## src/rtl/reg_wb_arbiter.sv

```systemverilog
// Register-file writeback arbiter: a load write, a 2-entry in-order ALU queue, or a direct ALU write may win each cycle.
// Optional read bypass over pending writes is enabled with `define REG_WB_ARBITER_BYPASS_EN.
module reg_wb_arbiter (
  input  logic        CLK,
  input  logic        Start,
  input  logic        alu_req,
  input  logic [2:0]  alu_reg,
  input  logic [15:0] alu_val,
  output logic        alu_ready,
  input  logic        mem_req,
  input  logic [2:0]  mem_reg,
  input  logic [15:0] mem_val,
  output logic        RegWrite,
  output logic [2:0]  writeReg,
  output logic [15:0] writeValue,
  output logic [1:0]  pend_count
`ifdef REG_WB_ARBITER_BYPASS_EN
  ,
  input  logic [2:0]  rd_addr,
  output logic        rd_hit,
  output logic [15:0] rd_val
`endif
);

  typedef enum logic [1:0] {
    Q_EMPTY = 2'd0,
    Q_ONE   = 2'd1,
    Q_FULL  = 2'd2
  } q_state_e;

  q_state_e    state, state_next;

  // Slot 0 is always the queue head (oldest entry).
  logic [2:0]  slot_reg      [2];
  logic [15:0] slot_val      [2];
  logic [2:0]  slot_reg_next [2];
  logic [15:0] slot_val_next [2];

  logic        mem_valid;
  logic        alu_take;
  logic        keep0, keep1;
  logic        direct, push;
  logic [1:0]  n_keep;
  logic [1:0]  n_total;
  logic        sel_valid;
  logic [2:0]  sel_reg;
  logic [15:0] sel_val;

  assign alu_ready  = (state != Q_FULL);
  assign pend_count = state;

  // NOTE: every signal written in this block gets a default first, so no path leaves one unassigned and no latch is inferred.
  always_comb begin
    mem_valid     = mem_req && (mem_reg != 3'd0);
    alu_take      = alu_req && alu_ready && (alu_reg != 3'd0);
    keep0         = (state != Q_EMPTY);
    keep1         = (state == Q_FULL);
    direct        = 1'b0;
    sel_valid     = 1'b0;
    sel_reg       = 3'd0;
    sel_val       = 16'd0;
    slot_reg_next = slot_reg;
    slot_val_next = slot_val;
    n_keep        = 2'd0;
    state_next    = state;

    if (mem_valid) begin
      // The load is younger than every queued ALU write, so same-destination entries are stale.
      sel_valid = 1'b1;
      sel_reg   = mem_reg;
      sel_val   = mem_val;
      if (slot_reg[0] == mem_reg) keep0 = 1'b0;
      if (slot_reg[1] == mem_reg) keep1 = 1'b0;
    end else if (state != Q_EMPTY) begin
      sel_valid = 1'b1;
      sel_reg   = slot_reg[0];
      sel_val   = slot_val[0];
      keep0     = 1'b0;
    end else if (alu_take) begin
      sel_valid = 1'b1;
      sel_reg   = alu_reg;
      sel_val   = alu_val;
      direct    = 1'b1;
    end

    push = alu_take && !direct;

    case ({keep1, keep0})
      2'b11: n_keep = 2'd2;
      2'b01: n_keep = 2'd1;
      2'b10: begin
        slot_reg_next[0] = slot_reg[1];
        slot_val_next[0] = slot_val[1];
        n_keep           = 2'd1;
      end
      default: n_keep = 2'd0;
    endcase

    // Both slots survive only when full, and then alu_ready is low, so a push always finds room.
    if (push) begin
      if (n_keep == 2'd0) begin
        slot_reg_next[0] = alu_reg;
        slot_val_next[0] = alu_val;
      end else begin
        slot_reg_next[1] = alu_reg;
        slot_val_next[1] = alu_val;
      end
    end

    n_total = n_keep + {1'b0, push};
    case (n_total)
      2'd0:    state_next = Q_EMPTY;
      2'd1:    state_next = Q_ONE;
      default: state_next = Q_FULL;
    endcase
  end

  // NOTE: sequential state uses non-blocking assignments so every flop samples pre-edge values.
  always_ff @(posedge CLK or posedge Start) begin
    if (Start) begin
      state      <= Q_EMPTY;
      RegWrite   <= 1'b0;
      writeReg   <= 3'd0;
      writeValue <= 16'd0;
    end else begin
      state    <= state_next;
      RegWrite <= sel_valid;
      if (sel_valid) begin
        writeReg   <= sel_reg;
        writeValue <= sel_val;
      end
    end
  end

  // NOTE: queue payload is not reset; occupancy in state qualifies every use of these slots.
  always_ff @(posedge CLK) begin
    slot_reg <= slot_reg_next;
    slot_val <= slot_val_next;
  end

`ifdef REG_WB_ARBITER_BYPASS_EN
  // Later matches override earlier ones: output write < queue head < queue tail in age.
  always_comb begin
    rd_hit = 1'b0;
    rd_val = 16'd0;
    if (rd_addr != 3'd0) begin
      if (RegWrite && (writeReg == rd_addr)) begin
        rd_hit = 1'b1;
        rd_val = writeValue;
      end
      if ((state != Q_EMPTY) && (slot_reg[0] == rd_addr)) begin
        rd_hit = 1'b1;
        rd_val = slot_val[0];
      end
      if ((state == Q_FULL) && (slot_reg[1] == rd_addr)) begin
        rd_hit = 1'b1;
        rd_val = slot_val[1];
      end
    end
  end
`endif

endmodule
```

## config.mk

```make
export PLATFORM = sky130hd
export DESIGN_NAME = reg_wb_arbiter
export DESIGN_NICKNAME = d
export VERILOG_FILES = /design/src/rtl/reg_wb_arbiter.sv
export SDC_FILE = /design/constraint.sdc
export NUM_CORES = 1
export LEC_CHECK = 0
export BUFFER_PORTS_ARGS = -buffer_cell sky130_fd_sc_hd__buf_2
export CORE_UTILIZATION = 53
export DETAILED_ROUTE_END_ITERATION = 10
export GPL_ROUTABILITY_DRIVEN = 0
export GPL_TIMING_DRIVEN = 1
export MAX_ROUTING_LAYER = met4
export PLACE_DENSITY = 0.91
export SLEW_MARGIN = 10
export SYNTH_ARGS = -nofsm -noshare
export SYNTH_HDL_FRONTEND = slang
export SYNTH_SLANG_ARGS = --single-unit
```

## constraint.sdc

```tcl
create_clock -name CLK -period 4 [get_ports CLK]
set_clock_uncertainty 0.15 [all_clocks]
set_input_delay 1.2 -clock CLK [delete_from_list [all_inputs] [get_ports CLK]]
set_output_delay 1.2 -clock CLK [all_outputs]
set_load 0.1 [all_outputs]
```

-- Yosys cells after proc, flatten, opt, wreduce, memory -nomap -nowiden
Cells that the tools add are included.
- register bits after elaboration: 60
- bits of input ports: 42
- output and inout bits: 23
- add/subtract/negate cells: 1
- equality and inequality tests: 8
- multiplexer cells: 25
- bitwise operators: 1
- reductions and logical operators: 12
- operator list (operator ; count):
    $mux 16 ; 6
    $mux 32 ; 1
    $mux 3 ; 6
    $mux 1 ; 9
    $pmux 2 s2 ; 2
    $eq 2x2->1 const B ; 3
    $eq 3x3->1 ; 2
    $mux 6 ; 1
    $reduce_bool 3->1 ; 2
    $eq 2x1->1 const B ; 2
    $logic_and 1x1->1 ; 4
    $logic_not 2->1 ; 2
    $add 2x1->2 ; 1
    $ne 2x2->1 const B ; 1
    $reduce_and 2->1 ; 1
    $reduce_bool 2->1 ; 1
    $reduce_or 2->1 ; 1
    $logic_not 1->1 ; 1
    $not 1->1 ; 1

-- Logic depth before layout (Yosys ltp)
Gate-level depths: netlist of the first run.
- depth in word-level cells: 11
- depth in mapped cells: 10

-- Worst setup path before layout of the first run
No wires, ideal clock.
- path kind: register to register
- from: register state[1], in the netlist pend_count[1]
- to: register slot_reg[0] in the netlist's numbering (enable)
- setup time: 0.419 ns
- data arrival time: 4.048 ns
- required time: 3.431 ns
- slack: -0.617 ns
- cell stages (with the launch flop): 6
- path buffers: 0
- cell sequence: dfrtp_1 -> nand2b_1 -> a41oi_1 -> inv_1 -> ha_1 -> nor3_1
- word-level cells in the longest chain between the ends: 9
- elaborated cells between the ends (all ways): 22
- those cells by class: eq/ne (5); mux (8); bitwise (1); reduce/logical (8)
- ends and longest elaborated chain (item ; line ; RTL):
    from (decl) ; 31 ; q_state_e state, state_next;
    from (signal assigned) ; 126 ; state <= state_next;
    $ne 2x2->1 * ; 49 ; assign alu_ready = (state != Q_FULL);
    via alu_ready ; 9 ; output logic alu_ready,
    $logic_and 1x1->1 * (2 in a row) ; 55 ; alu_take = alu_req && alu_ready && (alu_reg != 3'd0);
    $mux 1 ; 79 ; end else if (alu_take) begin
    $mux 1 ; 74 ; end else if (state != Q_EMPTY) begin
    $mux 1 ; 67 ; if (mem_valid) begin
    $logic_not 1->1 ; 86 ; push = alu_take && !direct;
    $logic_and 1x1->1 * ; 86 ;
    $reduce_and 2->1 (no source line) * ; -- ;
    to (signal assigned) ; 137 ; slot_reg <= slot_reg_next;
    to (decl) ; 34 ; logic [2:0] slot_reg [2];
Mark *: on every way through the listed nets, which the timed path passes. The rest lies on a longest branch.
A chain may end at the register's enable or synchronous reset.

==> summary.md, run 1 <==
The time the worst path needs with I/O delays and setup was 3482 ps; the transition at the pin with the smallest max-transition slack was 910.0 ps. The synthesized area per cell was 13.11 sq um; the total of cells resized after clock tree synthesis was 0. Data arrives at the worst endpoint at 3550 ps. Timing would allow up to 287.2 MHz. The via count of the first global-routing pass is 2077, and the routed wirelength normalized by instance count is 17.47 um. Once the floorplan was initialized, standard cells occupied 55.90% of the core.

The filler cells instantiated in the layout total 324. After clock tree synthesis, the setup repair step added 0 buffers. Across the run, the number of max-cap violations was 0.

IR analysis of the VDD net gives a maximum drop of 0.4973 mV. The maximum clock insertion buffer count is 2. The number of cells on the worst reg-to-reg path is 5. For this design, the sink count on the clock tree is 60. The number of endpoints with negative hold slack in the final report was 0. Buffers placed on the I/O ports in this run total 64.

Summed over all nets, the switching power comes to 1272 uW. For this run, design rule violations remaining after detail routing come to 0. The tools report the setup violation total in the final timing report as 0. The worst setup path is launched from an input pin.

The synthesized netlist occupies a cell area of 2675 sq um. The count of inserted antenna diode cells is 0. In this run, synthesis inferred 19 flip-flops with an integrated enable. The number of vias per cell after detailed routing is 5.805.

Counting instances in the post-synthesis netlist gives the leading cell types as sky130_fd_sc_hd__mux2_2, sky130_fd_sc_hd__dfrtp_1, sky130_fd_sc_hd__dfxtp_1, sky130_fd_sc_hd__edfxtp_1, sky130_fd_sc_hd__nor2_1. Sequential cells burn 33.8% of the power. Compared with the post-synthesis result, the final layout area differs by 21.80%.

The share of post-route cells with drive strength above 1 is 42.96%. After synthesis, the share of flip-flops with an asynchronous set or reset is 36.67%. The pre-antenna-repair detailed-routing pass consisted of 4 iterations. The initial DRC count was 103. The highest metal layer carrying signal wires in the routed design is met4. The logs give 23 for the maximum number of pins on one net before global-route repair and 249 for the number of nets in the synthesized netlist.

The floorplan row count came out at 25. The number of flip-flops in the largest register was 32; the first-pass GRT wire length was 9777 um. For the HPWL reported at the end of detailed placement, the log shows 3906 um.

The slowest stage of the critical path belongs to the cell sky130_fd_sc_hd__ha_1. TritonCTS built the clock tree. The count of warnings emitted by yosys is 0. Global routing consumed, over all layers together, 25.82% of the routing resources. The internal portion of total power came out at 1527 uW. Clock tree root driver cell: sky130_fd_sc_hd__clkbuf_8. The number of cells on the worst hold path was 1.

For the post-route met1 wirelength, the log shows 2611 um. For this run, the slowest stage of the critical path takes 840 ps. The number of nets at the end of the flow is 317, and the core region area is 4786 sq um.

The clock latency at the later pin of the worst-skew pair came out at 340 ps. The signal on the critical path passes through buf_2, o31a_1, a41oi_1, ha_1, mux2_2, mux2_1. Sequential elements use 56.13% of the synthesized area. The most frequently used flop master after synthesis was sky130_fd_sc_hd__dfrtp_1. In this run the vertical extent of the chip is 73.05 um. The run gives 47.1% as the portion of total power attributed to combinational logic.

The number of buffers created by CTS is 9. The kind of critical path was in2reg. STA puts the critical path data required time at 4070 ps.

After layout, the worst path uses 87.05% of the clock period. The tools report the die outline area as 5336 sq um. Summed over all failing endpoints, the final setup total negative slack is 0 ps. Net switching is 45.43% of the power. The count of state elements after synthesis works out to 60.

Detailed routing placed a total of 2898 um of wire on met2. The final count of pins violating max slew is 0. The power density over the cells works out to 859.2 nW/um^2. The run gives 352 um as the sum of met3 wire segment lengths after detailed routing. In this run the number of H-tree levels came out at 3.

The gate count of the mapped netlist was 204; the I/O pin total was 65. The share of the synthesized area in the top cell type came out at 21.33%. The min-delay analysis places its worst path in the category reg2reg. The worst setup path is captured at a flip-flop. The width of the chip was 73.05 um. The tools report the hold-fix buffer count after cts as 0.

Post-route cell area: 3258 sq um. The cell taking the most area after synthesis is sky130_fd_sc_hd__edfxtp_1. In the post-synthesis netlist, the cell with the most instances is sky130_fd_sc_hd__mux2_2. Initial antenna violation count: 0. Detailed-route wire length: 6010 um.

Measured against its own limit, the worst slew margin works out to 39.33%. The run finished with clean final reports. Hold is met by 334.5 ps. Yosys attributes the largest share of cell area to sky130_fd_sc_hd__edfxtp_1, sky130_fd_sc_hd__dfrtp_1, sky130_fd_sc_hd__dfxtp_1. Setup repair after global routing left no endpoint under its margin. The placed standard-cell area is 3058 sq um. The count of nets left with antenna violations once routing finished came out at 0.

After clock tree synthesis, the clock-pin slew on the worst setup and hold paths is 60 ps. Along the worst path, the maximum fanout reaches 19. The total overflow left after global routing is 0.

For this design the static power due to leakage is 0.001351 uW. For the clock share of power, the log shows 19.1%. The tools report the distinct cell type count of the synthesized netlist as 37. For the count of vias placed by the detailed router, the log shows 1997.
[cell families (layout without fill, tap and decap cells)]
family,after synthesis,in the layout,synth area share (%)
AO/OA/AOI/OAI,43,43,14.03
XOR/XNOR,6,6,1.965
adder cells (fa/ha/maj),3,3,1.684
buffers and inverters,17,90,3.321
flip-flops,60,60,56.13
multiplexers,38,38,16.00
AND/OR/NAND/NOR,37,37,6.876
[power by group through the flow]
stage / sequential (uW) / clock [uW] / combinational, uW
2_1_floorplan: 1520 / 0 / 494
4_1_cts: 946 / 535 / 1320
3_5_place_dp: 952 / 0 / 1310
3_3_place_gp: 945 / 0 / 1290
5_1_grt: 972 / 563 / 1380
6_report: 946 / 534 / 1320
[path summary, 6_finish.rpt]
check / startpoint / endpoint / slack, ps
min: writeValue[4] / writeValue[4] / 330
min in group asynchronous: Start / writeValue[9] / 890
max: mem_reg[0] / slot_val[30] / 520
max in group asynchronous: Start / writeValue[12] / 2260
min reg2reg: writeValue[4] / writeValue[4] / 330
max reg2reg: pend_count[0] / slot_val[30] / 1200
[per-layer routing]
| metal | global-route usage (%) | vias to the layer above |
|---|---|---|
| li1 | - | 916 |
| met1 | 33.70 | 980 |
| met2 | 37.14 | 86 |
| met3 | 6.354 | 15 |
| met4 | 13.73 | 0 |
| met5 | - | - |
[critical path, delay by kind of cell]
kind	cells	cell delay (ps)
AOI/OAI and AO/OA	2	630
buffers and inverters	1	150
adders and majority gates	1	840
muxes	2	730
[cells in the final DEF (no fill, tap or decap), drive strengths merged, types with 2 or more instances in the layout]
cell,count
a21oi,2
a221oi,9
a2bb2oi,8
and3,2
buf,70
clkbuf,16
dfrtp,22
dfxtp,19
edfxtp,19
ha,2
inv,4
mux2,38
nand2,10
nand3,4
nor2,13
nor3,4
o21ai,2
o221ai,8
o2bb2ai,9
xnor2,3
xor2,3
[area by class of cell]
class / count / area (sq um) / area share (%)
clock buffer: 16 / 200.2 / 6.144
inverter: 4 / 15.01 / 0.4608
multi-input combinational: 127 / 1092 / 33.53
sequential: 60 / 1501 / 46.08
tap: 67 / 83.83 / 2.573
timing repair buffer: 70 / 365.4 / 11.21
[metrics by stage]
step	utilization [%]	power (uW)	worst slack, ps	std cells
after detailed placement	63.90	2265	190.7	328
after global placement	63.90	2231	263.5	328
after global routing	68.08	2919	387.1	344
after floorplan	-	2018	83.15	204
final	68.08	2799	517.9	344
after CTS	68.08	2803	526.2	344
(Power assumes the default switching activity.)
==> inputs of run 2 (changes only) <==
Settings changed: BUFFER_PORTS_ARGS -buffer_cell sky130_fd_sc_hd__buf_2 to default, CORE_UTILIZATION 53 to 62, DONT_BUFFER_PORTS from default to 1, PLACE_DENSITY 0.91 to 0.9.
==> run 2 against run 1 <==
Routed wire length increased by 0.77%. Critical path depth increased by 1. Highest routed layer unchanged. Non-clock buffer count decreased by 61. Final cell count decreased by 23%. Hold slack improved by 93 ps.
==> summary.md, run 2 (synthesis results as in run 1) <==
The worst hold path begins at slot_val[22]. The run finished with clean final reports. The setup violation total in the final timing report came out at 0 (unchanged).

STA classifies the critical path startpoint as a flip-flop. Grouping stages by cell kind, the critical path spends the most delay in multiplexers. Clock tree root driver cell: sky130_fd_sc_hd__clkbuf_8. The core region area is 4058 sq um (-15%). The time the worst path needs with I/O delays and setup works out to 3043 ps (-438.7 ps).

The logs give 1833 (-8.2%) for the count of vias placed by the detailed router and 328.6 MHz (+14%) for the peak clock frequency supported by timing. The initial core utilization came out at 65.93% (+10 points). Worst reg-to-reg path cell count: 7 (+2). The critical path is of the reg2reg type. The logs give 1896 (-8.7%) for the via count of the first global-routing pass and 23 (-8.0%) for the floorplan row count.

The tools report the initial antenna violation count as 0 (unchanged). The filler cell count was 276 (-15%). The post-route antenna net violation count is 0 (unchanged), and the worst slack after detailed placement is 743.6 ps (+552.8 ps). The signed area change from the synthesized netlist to the final layout came out at 8.746%.

The buffers inserted during post-CTS setup optimization came out at 0 (unchanged). Number of flip-flops in the largest register: 32 (unchanged). The overall overflow remaining after global route was 0 (unchanged). TritonCTS built the clock tree. The leakage power is 0.001097 uW (-19%).

The largest fanout of any net on the critical path is 12 (-7). The logs give 3110 ps (-440 ps) for the signal arrival time at the worst endpoint and 0.5197 mV (+4.5%) for the highest ir drop seen on vdd. The worst-case hold slack came out at 427.6 ps (+93.13 ps).

For the sum of met3 wire segment lengths after detailed routing, the log shows 547 um (+55%). The critical path goes through buf_4, nand2b_2, a41oi_1, ha_1, buf_4, mux2_2, mux2_1. The post-route cell area is 2909 sq um (-11%).

The clock latency at the later pin of the worst-skew pair is 330 ps (about the same), and the number of clock sinks seen by CTS is 60 (unchanged). The highest metal layer carrying signal wires in the routed design is met4. The post-route fraction of the period consumed by the critical path was 76.09% (-11 points). The initial DRC count was 293 (+180%); the aggregate negative setup slack was 0 ps (unchanged). The tools report the number of iterations in the first detailed-routing pass as 4 (unchanged). The run gives 2319 um (-11%) as the post-route met1 wirelength. The logs give 0 (unchanged) for the max-capacitance violation count and 30.84% (+5.0 points) for the global-route total usage across every layer. HPWL reported at the end of detailed placement: 4085 um (+4.6%). The number of cells on the worst hold path was 2 (+1); the count of inserted antenna diode cells was 0 (unchanged). The type of destination of the critical path was a flip-flop. The post-CTS clock slew at the launch and capture registers of the worst setup and hold paths was 60 ps (about the same); the level count of the clock H-tree was 3 (unchanged). The vertical die dimension is 67.69 um (-7.3%). Worst reg-to-reg setup slack: 960 ps (-240 ps). The tools report the final count of pins violating max slew as 0 (unchanged). In this run the critical register-to-register path is launched from pend_count[0]. The sum of internal, switching and leakage power is 2657 uW (-5.1%). The maximum clock insertion buffer count was 2 (unchanged).

The slowest cell on the critical path is sky130_fd_sc_hd__nand2b_2. The tools report the data required time at the worst endpoint as 4060 ps (about the same). The first-pass GRT wire length was 9466 um (-3.2%); the number of vias per cell after detailed routing was 6.891 (+19%). The share of post-route cells with drive strength above 1 is 25.46% (-17 points), and the die outline area is 4581 sq um (-14%). The maximum cell stage delay along the critical path was 520 ps (-320 ps); the hold-fix buffer count after cts was 0 (unchanged). The end point of the most critical hold path was writeValue[6]. Setup repair after global routing left no endpoint under its margin. The detailed-route wire length is 6056 um (+0.77%), and the DRC violation count after routing is 0 (unchanged). The library cell used most frequently in the layout, excluding fill and tap cells, is sky130_fd_sc_hd__mux2_2. The power density over the cells is 913.5 nW/um^2 (+6.3%), and the routed wirelength normalized by instance count is 22.77 um (+30%). Maximum number of pins on one net before global-route repair: 23 (unchanged).

For the number of endpoints with negative hold slack in the final report, the log shows 0 (unchanged). The worst path buffer plus inverter count is 2 (+1), and the placed standard-cell area is 2739 sq um (-10%). The run gives 38.07% (-1.3 points) as the relative max-transition margin. The number of nets at the end of the flow is 256 (-19%). The transition at the pin with the smallest max-transition slack works out to 928.9 ps (+18.87 ps).

The number of buffers inserted by port buffering works out to 0 (-100%). The I/O pin total is 65 (unchanged). Leaving out fill and tap cells, the most frequent cells in the layout are sky130_fd_sc_hd__mux2_2, sky130_fd_sc_hd__dfrtp_1, sky130_fd_sc_hd__edfxtp_1, sky130_fd_sc_hd__dfxtp_1, sky130_fd_sc_hd__nor2_1. Total of cells resized after clock tree synthesis: 0 (unchanged). The width of the chip came out at 67.69 um (-7.3%). By instance count, the cell type seen most on the critical path is sky130_fd_sc_hd__buf_4. The wire length on met2 was 3034 um (+4.7%); the setup slack of the critical path after layout was 956.6 ps (+438.7 ps). In this run the critical register-to-register path is captured at slot_reg[3]. Number of buffers created by CTS: 9 (unchanged). In this run the worst hold path is classified as reg2reg.
==> run 2: layout make-up <==
type | count | area [sq um] | share of cell area, %
timing repair buffer | 9 | 67.56 | 2.323
sequential | 60 | 1501 | 51.61
multi-input combinational | 127 | 1092 | 37.55
clock buffer | 16 | 170.2 | 5.849
tap | 50 | 62.56 | 2.151
inverter | 4 | 15.01 | 0.5161
==> run 2: worst max path at each step <==
stage	from	cells past startpoint	endpoint
after CTS	pend_count[0]	7	slot_reg[3]
after global placement	mem_reg[0]	6	slot_val[25]
after detailed placement	mem_reg[0]	6	slot_val[28]
after floorplan	mem_reg[1]	10	slot_reg[3]
after global routing	pend_count[0]	7	slot_reg[3]
final	pend_count[0]	7	slot_reg[3]
==> run 2: worst register-to-register path, stage by stage (launching register included) <==
cell,delay [ps]
sky130_fd_sc_hd__dfrtp_1,350
sky130_fd_sc_hd__buf_4,230
sky130_fd_sc_hd__nand2b_2,520
sky130_fd_sc_hd__a41oi_1,500
sky130_fd_sc_hd__ha_1,260
sky130_fd_sc_hd__buf_4,230
sky130_fd_sc_hd__mux2_2,380
sky130_fd_sc_hd__mux2_1,310
==> run 2: report_power, final <==
group	internal (uW)	switching, uW	total [uW]	leakage (uW)
logic	320	355	675	0.000420
registers	825	682	1510	0.000592
clock network	260	214	475	0.0000850
==> run 2: layer usage <==
layer / track usage (%) / vias to the layer above
li1: - / 791
met1: 36.56 / 925
met2: 45.54 / 98
met3: 12.16 / 19
met4: 15.16 / 0
met5: - / -
==> run 2: per-stage QoR <==
step	utilization, %	std cells
floorplan	-	204
global placement	67.50	250
detailed placement	67.50	250
CTS	71.69	266
global route	71.69	266
finish	71.69	266
==> inputs of run 3 (changes only) <==
Settings changed: ABC_AREA from default to 1, CORE_UTILIZATION 62 to 63, PLACE_DENSITY 0.9 to 0.91.
Clock period 4 ns to 2.9 ns, I/O delays scaled along.
==> run 3 against run 2 <==
Sequential power shrank 15%. Die area grew 12%. Design area grew 21%. Utilization grew 6.6 points. Sequential share of layout area fell by 9.0 points. Register-to-register slack got worse by 410 ps. Critical path depth up 1. Hold slack worse by 45 ps. Sequential cell count is the same. Power is 62% higher. Synthesized cell count rose by 75%. Final cell count is 66% higher. Critical path type unchanged. Largest cell class unchanged.
==> summary.md, run 3 <==
Final count of pins violating max slew: 0 (unchanged). The tools report the number of nets in the synthesized netlist as 403 (+62%). For the via count of the first global-routing pass, the log shows 2615 (+38%). For the global-route total usage across every layer, the log shows 32.18% (+1.3 points).

The largest total area in the synthesized netlist belongs to sky130_fd_sc_hd__edfxtp_1. The synthesized area per cell is 8.535 sq um (-35%), and the signed area change from the synthesized netlist to the final layout is 15.44%. Setup repair after global routing left no endpoint under its margin. The worst register-to-register path ends at slot_val[16].

The highest ir drop seen on vdd was 0.8311 mV (+60%). The post-route fraction of the period consumed by the critical path was 81.29% (+5.2 points); the floorplan row count was 24 (+4.3%). STA classifies the critical path startpoint as a flip-flop. In the layout the commonest cells are sky130_fd_sc_hd__nand2_1, sky130_fd_sc_hd__buf_4, sky130_fd_sc_hd__o21ai_0.

The gate count of the mapped netlist is 358 (+75%). For the distinct cell type count of the synthesized netlist, the log shows 26 (-30%). The power density over the cells was 1221 nW/um^2 (+34%).

The aggregate negative setup slack was 0 ps (unchanged). The library cell used most frequently in the layout, excluding fill and tap cells, is sky130_fd_sc_hd__nand2_1. Overall overflow remaining after global route: 0 (unchanged). By count the netlist is led by sky130_fd_sc_hd__nand2_1, sky130_fd_sc_hd__o21ai_0, sky130_fd_sc_hd__inv_1, sky130_fd_sc_hd__dfrtp_1, sky130_fd_sc_hd__nand3_1. The post-route antenna net violation count came out at 0 (unchanged). The run finished with clean final reports.

The count of state elements after synthesis came out at 60 (unchanged). The clock tree root driver cell was sky130_fd_sc_hd__clkbuf_8. The HPWL reported at the end of detailed placement was 5023 um (+23%). The number of buffers created by CTS is 9 (unchanged). The tools report the data required time at the worst endpoint as 3040 ps (-1020 ps). In this run the worst setup path begins at pend_count[1]. The relative max-transition margin is 46.10% (+8.0 points), and the setup slack of the critical path after layout is 542.7 ps (-413.9 ps). The final instance count without filler cells came out at 442 (+66%). The tools report the end point of the critical path as slot_val[16]. The worst slack after detailed placement is 254.4 ps (-489.2 ps). sky130_fd_sc_hd__nand2_1 is the most common cell in the netlist.

The initial core utilization came out at 67.83% (+1.9 points). The worst path buffer plus inverter count came out at 2 (unchanged). The run gives 0.001613 uW (+47%) as the leakage power. The run gives 0 (unchanged) as the max-capacitance violation count. Number of iterations in the first detailed-routing pass: 5 (+1). The reg-to-reg critical path startpoint was pend_count[1]. The time the worst path needs with I/O delays and setup works out to 2357 ps (-686.1 ps). The number of vias per cell after detailed routing is 5.919 (-14%), and the post-CTS clock slew at the launch and capture registers of the worst setup and hold paths is 70 ps (about the same). The worst reg-to-reg path cell count is 8 (+1), and the sequential element share of the synthesized area is 49.14% (-7.0 points).

The count of warnings emitted by yosys is 0 (unchanged). The clock latency at the later pin of the worst-skew pair was 350 ps (+20 ps); the share of post-route cells with drive strength above 1 was 19.49% (-6.0 points). The routed wirelength normalized by instance count is 16.63 um (-27%). For the buffers inserted during post-CTS setup optimization, the log shows 0 (unchanged).

The signal arrival time at the worst endpoint was 2490 ps (-620 ps); the logic depth of the worst setup path including buffers was 8 (+1). The filler cell count is 292 (+5.8%). The tools report the area of the mapped netlist as 3055 sq um (+14%). For the number of clock sinks seen by CTS, the log shows 60 (unchanged). TritonCTS built the clock tree.

Path class of the lowest-slack min-delay path: reg2reg. The transition at the pin with the smallest max-transition slack came out at 807.7 ps (-121.2 ps). The number of buffers inserted by port buffering is 0 (unchanged), and the level count of the clock H-tree is 3 (unchanged).

The type of destination of the critical path was a flip-flop. For the die outline area, the log shows 5132 sq um (+12%). After synthesis, the cell types taking the most area are sky130_fd_sc_hd__edfxtp_1, sky130_fd_sc_hd__dfrtp_1, sky130_fd_sc_hd__nand2_1. The total instance count after detailed placement was 426 (+70%). The maximum clock insertion buffer count was 2 (unchanged); the count of vias placed by the detailed router was 2616 (+43%). The peak clock frequency supported by timing was 424.2 MHz (+29%); the largest fanout of any net on the critical path was 38 (+26).

The logs give 0 (unchanged) for the initial antenna violation count and 430 (+68%) for the number of nets at the end of the flow. The DRC violation count after routing is 0 (unchanged). The worst setup path is of the reg2reg kind. The logs give 0 (unchanged) for the total of cells resized after clock tree synthesis and 78.31% (+6.6 points) for the core occupancy in the finished layout. Number of endpoints with negative hold slack in the final report: 0 (unchanged). The first-pass GRT wire length was 12000 um (+27%); the number of enable-type register cells in the synthesized netlist was 19 (unchanged).

The initial DRC count was 229 (-22%); the detailed-route wire length was 7350 um (+21%). The tools report the maximum number of pins on one net before global-route repair as 39 (+70%). Core region area: 4504 sq um (+11%). The count of inserted antenna diode cells was 0 (unchanged); the worst reg-to-reg setup slack was 540 ps (-410 ps). Share of the synthesized area in the top cell type: 18.67% (-2.7 points).

The hold-fix buffer count after cts was 0 (unchanged). The async set or reset register ratio after synthesis works out to 36.67% (unchanged). The slowest cell on the critical path was sky130_fd_sc_hd__dfrtp_2.

The number of flip-flops in the largest register works out to 32 (unchanged). Walking the worst path, the cells encountered are nor2_2, inv_2, nand3_1, ha_1, buf_4, o21ai_0, mux2i_1, o21ai_2. Vertical die dimension: 71.64 um (+5.8%).

The tools report the I/O pin total as 65 (unchanged). The maximum cell stage delay along the critical path came out at 430 ps (-90 ps). The cell class contributing the biggest share of worst-path delay is buffers and inverters. The setup violation total in the final timing report was 0 (unchanged); the width of the chip was 71.64 um (+5.8%). For this run, the leading register cell type out of synthesis is sky130_fd_sc_hd__dfrtp_1.
## run 3: area by class of cell
cell class / instances / area, sq um / share of cell area, %
Inverter: 34 / 127.6 / 3.618
Timing Repair Buffer: 35 / 262.8 / 7.449
Multi-Input combinational cell: 245 / 1353 / 38.35
Tap cell: 52 / 65.06 / 1.845
Clock buffer: 9 / 123.9 / 3.512
Sequential cell: 60 / 1504 / 42.64
Clock inverter: 7 / 91.34 / 2.590
## run 3: stage by stage
stage	cell area, sq um	power, uW	hold slack, ps
floorplan	3099	3027	374.4
global placement	3312	3403	359.0
detailed placement	3312	3474	371.5
CTS	3527	4297	387.0
global route	3527	4522	419.6
finish	3527	4307	382.6
## run 3: how the worst min path moves through the flow
| stage | startpoint | end | slack (ps) | cells after the start |
|---|---|---|---|---|
| 2_1_floorplan | slot_val[26] | writeValue[10] | 370 | 4 |
| 3_3_place_gp | writeValue[14] | writeValue[14] | 360 | 2 |
| 3_5_place_dp | writeValue[9] | writeValue[9] | 370 | 2 |
| 4_1_cts | writeValue[9] | writeValue[9] | 390 | 2 |
| 5_1_grt | writeValue[13] | writeValue[13] | 420 | 2 |
| 6_report | writeValue[9] | writeValue[9] | 380 | 2 |
## run 3: cells by family after synthesis
group,after synthesis,share of synthesized area (%)
flops,60,49.14
compound gates,60,11.43
simple gates,158,22.89
buf+inv,53,7.453
xor+xnor,6,1.720
mux,18,5.897
fa+ha+maj,3,1.474
## run 3: per-layer routing
| layer | global-route usage (%) | up-vias | share of wire (%) |
|---|---|---|---|
| met3 | 8.158 | 23 | 9.1 |
| met5 | - | - | 0 |
| li1 | - | 1237 | - |
| met1 | 37.15 | 1218 | 38 |
| met4 | 16.99 | 0 | 2.8 |
| met2 | 51.78 | 138 | 50 |
## run 3: worst register-to-register path, cell delays in order (launching register included)
cell and delay, ps:
sky130_fd_sc_hd__dfrtp_2 430, sky130_fd_sc_hd__nor2_2 70, sky130_fd_sc_hd__inv_2 340, sky130_fd_sc_hd__nand3_1 210
sky130_fd_sc_hd__ha_1 240, sky130_fd_sc_hd__buf_4 240, sky130_fd_sc_hd__o21ai_0 330, sky130_fd_sc_hd__mux2i_1 140
sky130_fd_sc_hd__o21ai_2 140
## run 3: report_power, final
part           internal (uW)  switching, uW  total, uW
Sequential              1150            131       1280
Combinational            597           1610       2200
Clock                    478            343        821
